### src/rtl/ppt_pulse_gen.sv
// PPT thruster pulse generator: prescaled tick, shadowed period/width/count.
// Define PPT_CHARGE_EN to add the registered charge_out output.
module ppt_pulse_gen (
    input  logic        clk,
    input  logic        rstn,
    input  logic [4:0]  clk_div,
    input  logic [14:0] period,
    input  logic [14:0] width,
    input  logic [7:0]  count,
    input  logic        run_ppt,
`ifdef PPT_CHARGE_EN
    output logic        charge_out,
`endif
    output logic        pulse_out,
    output logic [7:0]  count_done,
    output logic        done
);

    typedef enum logic [1:0] {IDLE, RUN, DONE} state_t;

    state_t      state, state_n;
    logic [31:0] pre, pre_n;
    logic [14:0] ph, ph_n;
    logic [14:0] sh_period, sh_period_n;
    logic [14:0] sh_width, sh_width_n;
    logic [7:0]  sh_count, sh_count_n;
    logic [7:0]  cnt_n;
    logic        pulse_n;
    logic        done_n;
    logic [31:0] mask;
    logic        tick;

    assign mask = 32'hFFFF_FFFF >> (5'd31 - clk_div);
    assign tick = (pre & mask) == mask;

    always_comb begin
        state_n     = state;
        pre_n       = pre;
        ph_n        = ph;
        sh_period_n = sh_period;
        sh_width_n  = sh_width;
        sh_count_n  = sh_count;
        cnt_n       = count_done;
        unique case (state)
            IDLE: begin
                if (run_ppt) begin
                    // period=0 behaves as period=1
                    sh_period_n = (period == 15'd0) ? 15'd1 : period;
                    sh_width_n  = width;
                    sh_count_n  = count;
                    pre_n       = 32'd0;
                    ph_n        = 15'd0;
                    cnt_n       = 8'd0;
                    state_n     = (count == 8'd0) ? DONE : RUN;
                end
            end
            RUN: begin
                if (!run_ppt) begin
                    state_n = IDLE;
                end else begin
                    pre_n = pre + 32'd1;
                    if (tick) begin
                        if (ph == sh_period - 15'd1) begin
                            ph_n  = 15'd0;
                            cnt_n = count_done + 8'd1;
                            if (cnt_n == sh_count)
                                state_n = DONE;
                        end else begin
                            ph_n = ph + 15'd1;
                        end
                    end
                end
            end
            DONE: begin
                if (!run_ppt)
                    state_n = IDLE;
            end
            default: state_n = IDLE;
        endcase
        pulse_n = (state_n == RUN) && (ph_n < sh_width_n);
        done_n  = (state_n == DONE);
    end

    always_ff @(posedge clk or negedge rstn) begin
        if (!rstn) begin
            state      <= IDLE;
            pre        <= 32'd0;
            ph         <= 15'd0;
            sh_period  <= 15'd0;
            sh_width   <= 15'd0;
            sh_count   <= 8'd0;
            count_done <= 8'd0;
            pulse_out  <= 1'b0;
            done       <= 1'b0;
        end else begin
            state      <= state_n;
            pre        <= pre_n;
            ph         <= ph_n;
            sh_period  <= sh_period_n;
            sh_width   <= sh_width_n;
            sh_count   <= sh_count_n;
            count_done <= cnt_n;
            pulse_out  <= pulse_n;
            done       <= done_n;
        end
    end

`ifdef PPT_CHARGE_EN
    always_ff @(posedge clk or negedge rstn) begin
        if (!rstn)
            charge_out <= 1'b0;
        else
            charge_out <= (state_n == RUN) && !pulse_n;
    end
`endif

endmodule

### config.mk
export PLATFORM = sky130hd
export DESIGN_NAME = ppt_pulse_gen
export DESIGN_NICKNAME = d
export VERILOG_FILES = /design/src/rtl/ppt_pulse_gen.sv
export SDC_FILE = /design/constraint.sdc
export NUM_CORES = 1
export LEC_CHECK = 0
export CAP_MARGIN = 20
export CELL_PAD_IN_SITES_DETAIL_PLACEMENT = 0
export CELL_PAD_IN_SITES_GLOBAL_PLACEMENT = 1
export CORE_ASPECT_RATIO = 1.1
export CORE_UTILIZATION = 48
export CTS_CLUSTER_DIAMETER = 120
export DETAILED_ROUTE_END_ITERATION = 10
export GPL_TIMING_DRIVEN = 0
export PLACE_DENSITY_LB_ADDON = 0.1
export SYNTH_ARGS = -nofsm -noshare
export SYNTH_HDL_FRONTEND = slang
export SYNTH_SLANG_ARGS = --single-unit
export TNS_END_PERCENT = 10
### constraint.sdc
create_clock -name clk -period 7.63 [get_ports clk]
set_clock_uncertainty 0.15 [all_clocks]
set_input_delay 1.526 -clock clk [delete_from_list [all_inputs] [get_ports clk]]
set_output_delay 1.526 -clock clk [all_outputs]
set_load 0.03 [all_outputs]
## Yosys cells after proc, flatten, opt, wreduce, memory -nomap -nowiden

Index checks and enable logic that the tools add are counted.

| operators by class | value |
|---|---|
| $add $sub $neg | 5 |
| multipliers | 0 |
| div/mod/pow operators | 0 |
| order comparisons | 1 |
| eq/ne operators | 11 |
| shifts and indexed selects | 1 |
| multiplexer cells | 24 |
| bitwise gates (word level) | 1 |
| reduce and logical (&&, ||, !) cells | 8 |

Operators by type and width:

| kind | count |
|---|---|
| $mux 15 | 7 |
| $mux 32 | 2 |
| $pmux 32 s2 | 1 |
| $add 32x1->32 const B | 1 |
| $and 32x32->32 | 1 |
| $eq 32x32->1 | 1 |
| $mux 8 | 4 |
| $shr 32x5->32 const A | 1 |
| $pmux 15 s2 | 1 |
| $pmux 8 s2 | 1 |
| $add 15x1->15 const B | 1 |
| $eq 15x15->1 | 1 |
| $logic_not 15->1 | 1 |
| $lt 15x15->1 | 1 |
| $sub 15x1->15 const B | 1 |
| $mux 2 | 7 |
| $add 8x1->8 const B | 1 |
| $eq 8x8->1 | 1 |
| $logic_not 8->1 | 1 |
| $ne 2x2->1 const B | 4 |
| $pmux 2 s3 | 1 |
| $reduce_and 5->1 | 1 |
| $sub 5x5->5 const A | 1 |
| $eq 2x1->1 const B | 2 |
| other kinds (6) | 7 |

| storage, ports and cells | value |
|---|---|
| flip-flop bits (word level) | 97 |
| latch bits | 0 |
| bits in writable memories | 0 |
| memory bits (read-only) | 0 |
| output and inout port bits | 10 |
| logic and storage cells | 60 |
| memories | 0 |

## Logic depth before layout (Yosys ltp)

| logic depth | value |
|---|---|
| depth in word-level cells | 9 |
| gate-level depth with buffers | 22 |
| mapped depth without buffers | 19 |

## Worst setup path after synthesis

No wires, ideal clock.

| timing path | value |
|---|---|
| kind | input-to-reg |
| start | input port clk_div[1] |
| end | register pulse_out |
| arrival | 4.795 ns |
| data required time | 7.414 ns |
| setup slack | 2.619 ns |
| cell stages on the path | 17 |
| cell sequence | buf_6 > clkinv_1 > o21ai_1 > a2111oi_1 > a41oi_1 > or2_1 > buf_6 > or3_1 > or4b_1 > nand3_1 > ha_1 > a21o_1 > a21o_1 > a211oi_1 > o21ai_0 > o21ba_2 > o31a_1 |

| between the ends | value |
|---|---|
| word-level cells in the longest chain between the ends | 9 |

Ends and longest elaborated chain:

| what | RTL line | RTL |
|---|---|---|
| start: declaration | 6 | `input logic [4:0] clk_div,` |
| $sub 5x5->5 * | 33 | `assign mask = 32'hFFFF_FFFF >> (5'd31 - clk_div);` |
| $shr 32x5->32 * | 33 |  |
| $and 32x32->32 | 34 | `assign tick = (pre & mask) == mask;` |
| $eq 32x32->1 * | 34 |  |
| $mux 15 * | 62 | `if (tick) begin` |
| $mux 15 * | 58 | `if (!run_ppt) begin` |
| $pmux 15 s2 * | 44 | `unique case (state)` |
| named net ph_n[10] | 23 | `logic [14:0] ph, ph_n;` |
| $lt 15x15->1 * | 80 | `pulse_n = (state_n == RUN) && (ph_n < sh_width_n);` |
| $logic_and 1x1->1 * | 80 |  |
| named net pulse_n | 28 | `logic pulse_n;` |
| end signal: assignment | 103 | `pulse_out <= pulse_n;` |
| end: declaration | 14 | `output logic pulse_out,` |

The timed path passes the listed nets; every way through them passes the cells marked *.
A chain may end at the register's enable or synchronous reset.

## Final worst setup path

| timing path | value |
|---|---|
| start | input port clk_div[0] |
| end | register pulse_out |

Same word-level chain as after synthesis.

==> results by group <==
Yosys
  – Post-Synthesis Cells: 678
  – Synth area leader: dfrtp_1
  – Most common cell in the netlist: dfrtp_1
  – Seq/Total Area, Yosys: 39.4%
  – Synthesized Nets: 742
  – Synth top area cells: dfrtp_1 39%, xnor2_1 4.1%, mux2_2 4.0%
  – Mapped cell area: 6160 µm²
  – Yosys cell types: 77
  – Yosys warns: 0
  – Top cell type's share of synthesized area: 39.4%
  – Synthesized flop and latch total: 97
  – Post-synthesis async set-or-reset flop share: 100%
  – Post-synth EDFFs: 0
  – Synth cell count leaders: 97 x dfrtp_1, 64 x nor2_1, 57 x nand2_1, 38 x nand3_1, 32 x o21ai_0
  – Synthesized area per cell: 9.08 µm²
  – Top FF cell, synth: dfrtp_1

Setup path
  – Crit path arrival time: 6.28 ns
  – Critical Path End Type: register
  – Worst r2r dst: pulse_out
  – Worst EP required: 7.77 ns
  – R2R setup slack: 2.29 ns
  – Reg2reg start: sh_period[0]
  – Startpoint Class: input port
  – Type of the worst setup path: in -> reg
  – R2R cell count: 22
  – Worst-path fanout max: 10

Hold path
  – Worst hold endpoint: sh_width[14]
  – Hold path start: sh_width[14]
  – HP Class: reg -> reg
  – Hold path depth: 2

Detailed routing
  – Antenna Nets Post-Route: 0
  – Routed wire per std cell: 18.0 µm
  – Detailed router's first-iteration violation count: 339
  – Via density: 5.96
  – Via count: 5,403
  – WL final: 16.3 mm
  – First-pass DRT Iterations: 5
  – DRC viols: 0

Clock tree
  – Clk_lat worst skew: 0.35 ns
  – Post-CTS Setup Inserts: 0
  – CTS resizes: 0
  – CTS Hold Bufs: 0
  – CTS buffer count: 9
  – Clock Sinks: 97
  – Maximum root-to-sink buffer count: 2
  – Clk slew on worst S/H paths: 0.07 ns
  – Clock Root Buffer: clkbuf_16
  – H-tree levels: 3
  – CTS tree: done

Floorplanning
  – Rows: 43
  – Core outline area: 12,500 µm²
  – Initial Util: 49.1%
  – Chip width: 110 µm
  – Io pins: 56
  – Die H: 121 µm
  – Die Footprint: 13,300 µm²

Placement
  – Final GP Congestion: 0.878
  – DPL Wire Length: 12.1 mm
  – Setup WS pre-CTS: 1.12 ns
  – Placed cell areas: 6920 µm²
  – Port Buf Inserts: 54

Timing
  – Least-Margin Pin Slew: 0.914 ns
  – RSZ-0062 raised after global routing: false
  – Fmax: 163 MHz
  – Final Hold Viols: 0
  – Final setup margin: 1.49 ns
  – Max-slew violation count: 0
  – Final setup fails: 0
  – Fin Setup TNS: 0 ns
  – Final min period: 6.14 ns
  – Slew headroom: 39.1%
  – Final cycle utilization of the critical path: 80.4%

Global route
  – Initial antenna violation count: 0
  – Vias in the first global route: 5,205
  – Largest net degree at the start of global routing: 61
  – Total GRT Usage: 26.4%
  – Total grt overflow: 0
  – First-pass GRT wire length: 26.7 mm

Power
  – Leakage power: 2.95 nW
  – Peak VDD IR: 0.146 mV
  – PD cells: 182 nW/µm²

Cells and area
  – Design area: 7270 µm²
  – Antenna diode count: 0
  – Layout cell share with drive strength beyond 1: 8.28%
  – Final nets: 808
  – Layout area overhead: 18.1%

Job
  – Max-cap violations: 0

Status
  – Outcome: finished, final reports clean
==> critical path: stages <==
cell and delay [ns]:
clkdlybuf4s50_1 0.56, nor2_2 0.26, o2111ai_1 0.15, nor4bb_1 0.29, nand4_1 0.22, nor2_1 0.46, nand3_2 0.31, buf_2 0.29
nand2_1 0.22, o21ai_0 0.20, ha_1 0.33, a21o_1 0.17, a21o_1 0.17, a21o_1 0.16, a21o_1 0.17, a211oi_1 0.22
o21ai_0 0.18, o21ba_2 0.27, o31a_1 0.12
==> routing by layer <==
metal	track usage (%)	up-vias	share of wire, %
li1	-	2591	-
met1	36.0	2647	46
met2	42.9	143	48
met3	3.45	22	4.4
met4	8.92	0	1.8
met5	0	-	0
==> final cells by class <==
cell class | count | area [µm²]
plain buffers | 37 | 176
clock buffers | 10 | 239
clock inverters | 6 | 114
fillers | 1110 | 5260
inverters | 30 | 113
multi-input cells | 514 | 3440
flip-flops and latches | 97 | 2430
well taps | 157 | 196
repair buffers | 55 | 566
==> cell families (layout without fill, tap and decap cells) <==
kind of cell	count (synthesis)	in the layout	share of synthesized area [%]
AO/OA/AOI/OAI	128	128	14.6
XOR/XNOR	54	54	7.68
adder cells (fa/ha/maj)	19	19	3.82
buffers and inverters	67	138	4.69
flip-flops	97	97	39.4
multiplexers	39	39	6.79
AND/OR/NAND/NOR	274	274	23.0
==> power by group <==
group / internal, W / switching [W] / total, W
logic: 0.0000953 / 0.000111 / 0.000206
clock network: 0.000331 / 0.000209 / 0.000539
registers: 0.000548 / 0.0000296 / 0.000578
total: 0.000974 / 0.000349 / 0.00132
==> metrics by stage <==
step	total power (W)	cells	util, %	hold WS [ns]
5_1_grt	0.00138	906	58.0	0.357
2_1_floorplan	0.000711	678	-	0.302
3_3_place_gp	0.000786	889	55.0	0.322
3_5_place_dp	0.000793	890	55.2	0.325
4_1_cts	0.00133	906	58.0	0.343
6_report	0.00132	906	58.0	0.340
==> state kept, by name, indices dropped and copies added, names as in the netlist <==
| signal | flops |
|---|---|
| sh_width | 15 |
| pre | 32 |
| ph | 15 |
| count_done | 8 |
| done | 1 |
| sh_period | 15 |
| pulse_out | 1 |
| sh_count | 8 |
| state | 2 |
==> worst max-delay path by stage <==
stage               startpoint  depth (start not counted)  slack (ns)   endpoint
finish              clk_div[0]                         19        1.49  pulse_out
global route        clk_div[0]                         19        1.18  pulse_out
CTS                 clk_div[0]                         19        1.46  pulse_out
detailed placement  clk_div[0]                         19        1.12  pulse_out
global placement    clk_div[0]                         19        1.04  pulse_out
floorplan           clk_div[1]                         17        2.62  pulse_out
==> cell usage in the layout (no fill, tap or decap), types with 3 or more instances in the layout <==
master           netlist  layout
clkdlybuf4s50_1        0      53
nor2_1                64      64
clkbuf_16              0       9
a21oi_1               23      23
nand3_1               38      38
o31a_1                 4       4
o211ai_1               5       5
a211oi_1               8       8
bufinv_16              0       3
and3_1                 9       9
nand4_1               20      20
inv_1                 28      28
buf_6                  4       4
nor4_1                11      11
nor3_1                20      20
dfrtp_1               97      97
ha_1                  18      18
nand3b_1               4       4
mux2_2                22      22
a41oi_1                3       3
nand4b_1               3       3
nand2_1               57      57
nor2b_1                6       6
xnor2_1               29      29
a22o_1                 5       5
o21ai_0               32      32
nand2b_1               8       8
or3_1                 11      11
buf_2                  6       6
xor2_1                25      25
buf_1                  4       4
o31ai_1                3       3
and4_1                 3       3
clkbuf_1              23      23
a21o_1                 5       5
a32oi_1                4       4
mux2i_1               17      17
Power figures use the tool's default switching activity.
==> RTL edit 1, RTL diff (config.mk and constraints unchanged) <==
Add a define of `PPT_CHARGE_EN`.
--- a/src/rtl/ppt_pulse_gen.sv
+++ b/src/rtl/ppt_pulse_gen.sv
@@ -1,5 +1,7 @@
 // PPT thruster pulse generator: prescaled tick, shadowed period/width/count.
 // Define PPT_CHARGE_EN to add the registered charge_out output.
+`define PPT_CHARGE_EN
+
 module ppt_pulse_gen (
     input  logic        clk,
     input  logic        rstn,
Formal check against the unedited RTL (old outputs only; new: charge_out): equivalent (equiv_simple and equiv_induct, registers matched by name and starting in step).
==> RTL edit 1 against the original RTL <==
Sequential cell count up 1; utilization up 0.12 points; register-to-register slack better by 330 ps; non-clock buffer count down 7; design area down 3.4%; setup slack worse by 84 ps; wire length down 10%; maximum frequency down 1.3%; total power down 6.6%; area after synthesis down 2.5%; synthesized cell count down 4.0%; critical path type unchanged; largest power group unchanged; highest routed layer unchanged.
==> RTL edit 1: results (changes against the original RTL) <==
Power
  – Seq power: 0.587 mW (+2%)
  – P_comb: 0.225 mW (+9%)
  – VDD IR-drop max: 130 uV (-11%)
  – Sw Ratio: 28.7% (+2.3 points)
  – Static leakage: 2.90 nW (-1.5%)
  – Int Pwr: 0.881 mW (-9.5%)

Detailed routing
  – Routed wl met2: 6700 um (-14%)
  – Drt total wl: 14700 um (-10%)
  – Metal3 WL: 535 um (-26%)
  – Via count: 5033 (-6.8%)
  – Routed WL per cell: 16.8 um (-7.0%)
  – Met1 WL: 7130 um (-5.0%)
  – First DRT Iteration DRCs: 248 (-27%)

Synthesis
  – Mapped Nets: 715 (-3.6%)
  – Synth cell count leaders: dfrtp_1 (98), nor2_1 (65), nand2_1 (46), o21ai_0 (35), nand3_1 (32)
  – Mapped Cells: 651 (-4.0%)
  – Largest cells by area after synthesis: dfrtp_1 (41%), mux2_2 (4.1%), xor2_1 (4.1%)

Status
  – Status: complete, no violations

Global routing
  – Met3 track demand over resource: 4.38% (+0.93 points)
  – First-pass GRT wire length: 24600 um (-8.1%)

Placement
  – Post-place setup slack: 1100 ps (-22.8 ps)
  – Cell count after placement: 860 (-3.4%)
  – DP HPWL: 11000 um (-9.2%)

Final layout
  – Share of layout cells above drive strength 1: 8.31% (+0.033 points)

Worst setup path
  – CP max stage cell: a2111oi_2
  – CP peak stage delay: 780 ps (+220 ps)

STA
  – Max-slew headroom: 44.2% (+5.1 points)
-- RTL edit 1: cell types whose count changed in the layout (fill, tap and decap cells not counted), sizes merged, moves of 5 or more --
| cell | before | now |
|---|---|---|
| a211oi | 9 | 1 |
| a21oi | 24 | 19 |
| a31oi | 2 | 9 |
| buf | 16 | 8 |
| nand2 | 57 | 47 |
| nand2b | 8 | 14 |
| nand3 | 39 | 33 |
| nor3 | 21 | 9 |
| o21ai | 33 | 43 |
| o31ai | 3 | 9 |
| xnor2 | 29 | 24 |
-- RTL edit 1: cell families after synthesis --
kind of cell | after synthesis | synth area share [%]
XOR/XNOR | 52 | 7.59
multiplexers | 42 | 7.46
flip-flops | 98 | 40.9
AO/OA/AOI/OAI | 130 | 14.6
buffers and inverters | 58 | 3.90
adder cells (fa/ha/maj) | 20 | 4.09
AND/OR/NAND/NOR | 251 | 21.5
-- RTL edit 1: final cells by class --
class	instances	area [um^2]
plain buffers	30	129
repair buffers	55	566
inverters	28	105
well taps	154	193
clock buffers	11	233
clock inverters	5	31.3
multi-input cells	495	3320
flip-flops and latches	98	2450
fillers	1086	5060
-- RTL edit 1: critical path, delay by kind of cell --
kind                     cells  cell delay, ps
adder cells (fa/ha/maj)      1             330
AO/OA/AOI/OAI                7            1970
buffers and inverters        3             840
AND/OR/NAND/NOR              6            1690
-- RTL edit 1: path summary, 6_finish.rpt --
path,start,to,slack [ps],cells after the start
max,clk_div[2],charge_out,1410,17
min in group asynchronous,rstn,sh_period[8],1000,1
min,sh_width[10],sh_width[10],340,2
max reg2reg,sh_period[8],charge_out,2620,20
max in group asynchronous,rstn,sh_width[14],5650,2
min reg2reg,sh_width[10],sh_width[10],340,2
==> RTL edit 2, RTL diff (same flow settings) <==
Without the edit above. Re-encode `state_t` (3 states) as one-hot, 3 bits wide.
--- a/src/rtl/ppt_pulse_gen.sv
+++ b/src/rtl/ppt_pulse_gen.sv
@@ -16,7 +16,7 @@
     output logic        done
 );
 
-    typedef enum logic [1:0] {IDLE, RUN, DONE} state_t;
+    typedef enum logic [2:0] {IDLE = 3'b001, RUN = 3'b010, DONE = 3'b100} state_t;
 
     state_t      state, state_n;
     logic [31:0] pre, pre_n;
Formal check against the unedited RTL: same outputs for any inputs over 10 cycles, from zero or initial values and one cycle with rstn low; not proved beyond that.
==> RTL edit 2 against the original RTL <==
Setup slack worse by 43 ps; design area is 1.1% lower; area after synthesis fell by 0.10%; register-to-register slack better by 260 ps; worst hold slack gained 2.3 ps; largest cell class unchanged; via count rose by 2.6%; critical path depth down 2; combinational power increased by 85%; wire length fell by 1.7%; final cell count is 5.1% higher; sequential cell count is 1 higher; sequential share of layout area increased by 0.74 points; total power increased by 12%.
==> RTL edit 2: results (changes against the original RTL) <==
Status
  – Status: complete, no violations

Synthesis
  – Synth Area in Adders: 3.82% (+0.0039 points)
  – Post-Synth XOR/XNOR Area: 8.12% (+0.43 points)
  – Synthesized area per cell: 8.48 um^2 (-6.6%)
  – FF+latch count, synth: 98 (+1.0%)
  – Mapped Nets: 789 (+6.3%)
  – Multiplexer share of the synthesized area: 2.97% (-3.8 points)
  – Synth cell count leaders: nand2_1 (121), dfrtp_1 (97), nor2_1 (70), o21ai_0 (36), inv_1 (35)

Worst setup path
  – CP peak stage delay: 640 ps (+80 ps)
  – Critical Path AT: 6290 ps (about the same)
  – CP max stage cell: nor3_1

Detailed routing
  – Via count: 5544 (+2.6%)
  – Vias/cell: 5.82 (-2.3%)

Placement
  – DP HPWL: 12300 um (+1.8%)
  – Post-place setup slack: 1160 ps (+44.4 ps)
  – Post-placement cell area: 0.00690 mm^2 (-0.24%)

Final layout
  – Share of layout cells above drive strength 1: 4.03% (-4.3 points)
  – Nets: 854 (+5.7%)
  – Flip-flop and latch share of the layout cell area: 34.1% (+0.74 points)
  – Clock buffers: 11 (+1)

Power
  – Seq power: 0.661 mW (+14%)
  – Clk pwr: 0.445 mW (-17%)
  – Sw Ratio: 32.4% (+6.0 points)
  – Psw: 0.482 mW (+38%)
  – VDD IR-drop max: 111 uV (-24%)

Global routing
  – Pin count of the biggest net entering global routing: 62 (+1.6%)
  – First-pass GRT wire length: 26600 um (-0.52%)

STA
  – Max-slew headroom: 29.7% (-9.3 points)
RTL edit 2: cell types whose count changed in the layout (fill, tap and decap cells not counted), moves of 6 or more:
cell,before,now
nand2_1,57,121
mux2_2,22,2
nand3_1,38,30
nand4_1,20,12
clkbuf_1,23,30
inv_1,28,35
a211oi_1,8,2
nor2_1,64,70
nor4_1,11,17
RTL edit 2: final timing paths:
check                           cells past startpoint            to  slack (ps)         start
worst max-delay path                               17     pulse_out        1450    clk_div[2]
worst min-delay path                                2  sh_width[13]         340  sh_width[13]
min in group asynchronous                           1       pre[10]         990          rstn
worst min register to register                      2  sh_width[13]         340  sh_width[13]
worst max register to register                     18     pulse_out        2550  sh_period[0]
max in group asynchronous                           2         ph[0]        5650          rstn
RTL edit 2: per-layer routing:
layer  part of all wire [%]  global-route usage [%]
met1                     44                    32.2
met5                      0                       0
met4                    2.9                    11.8
met2                     50                    45.6
met3                    2.6                    3.02
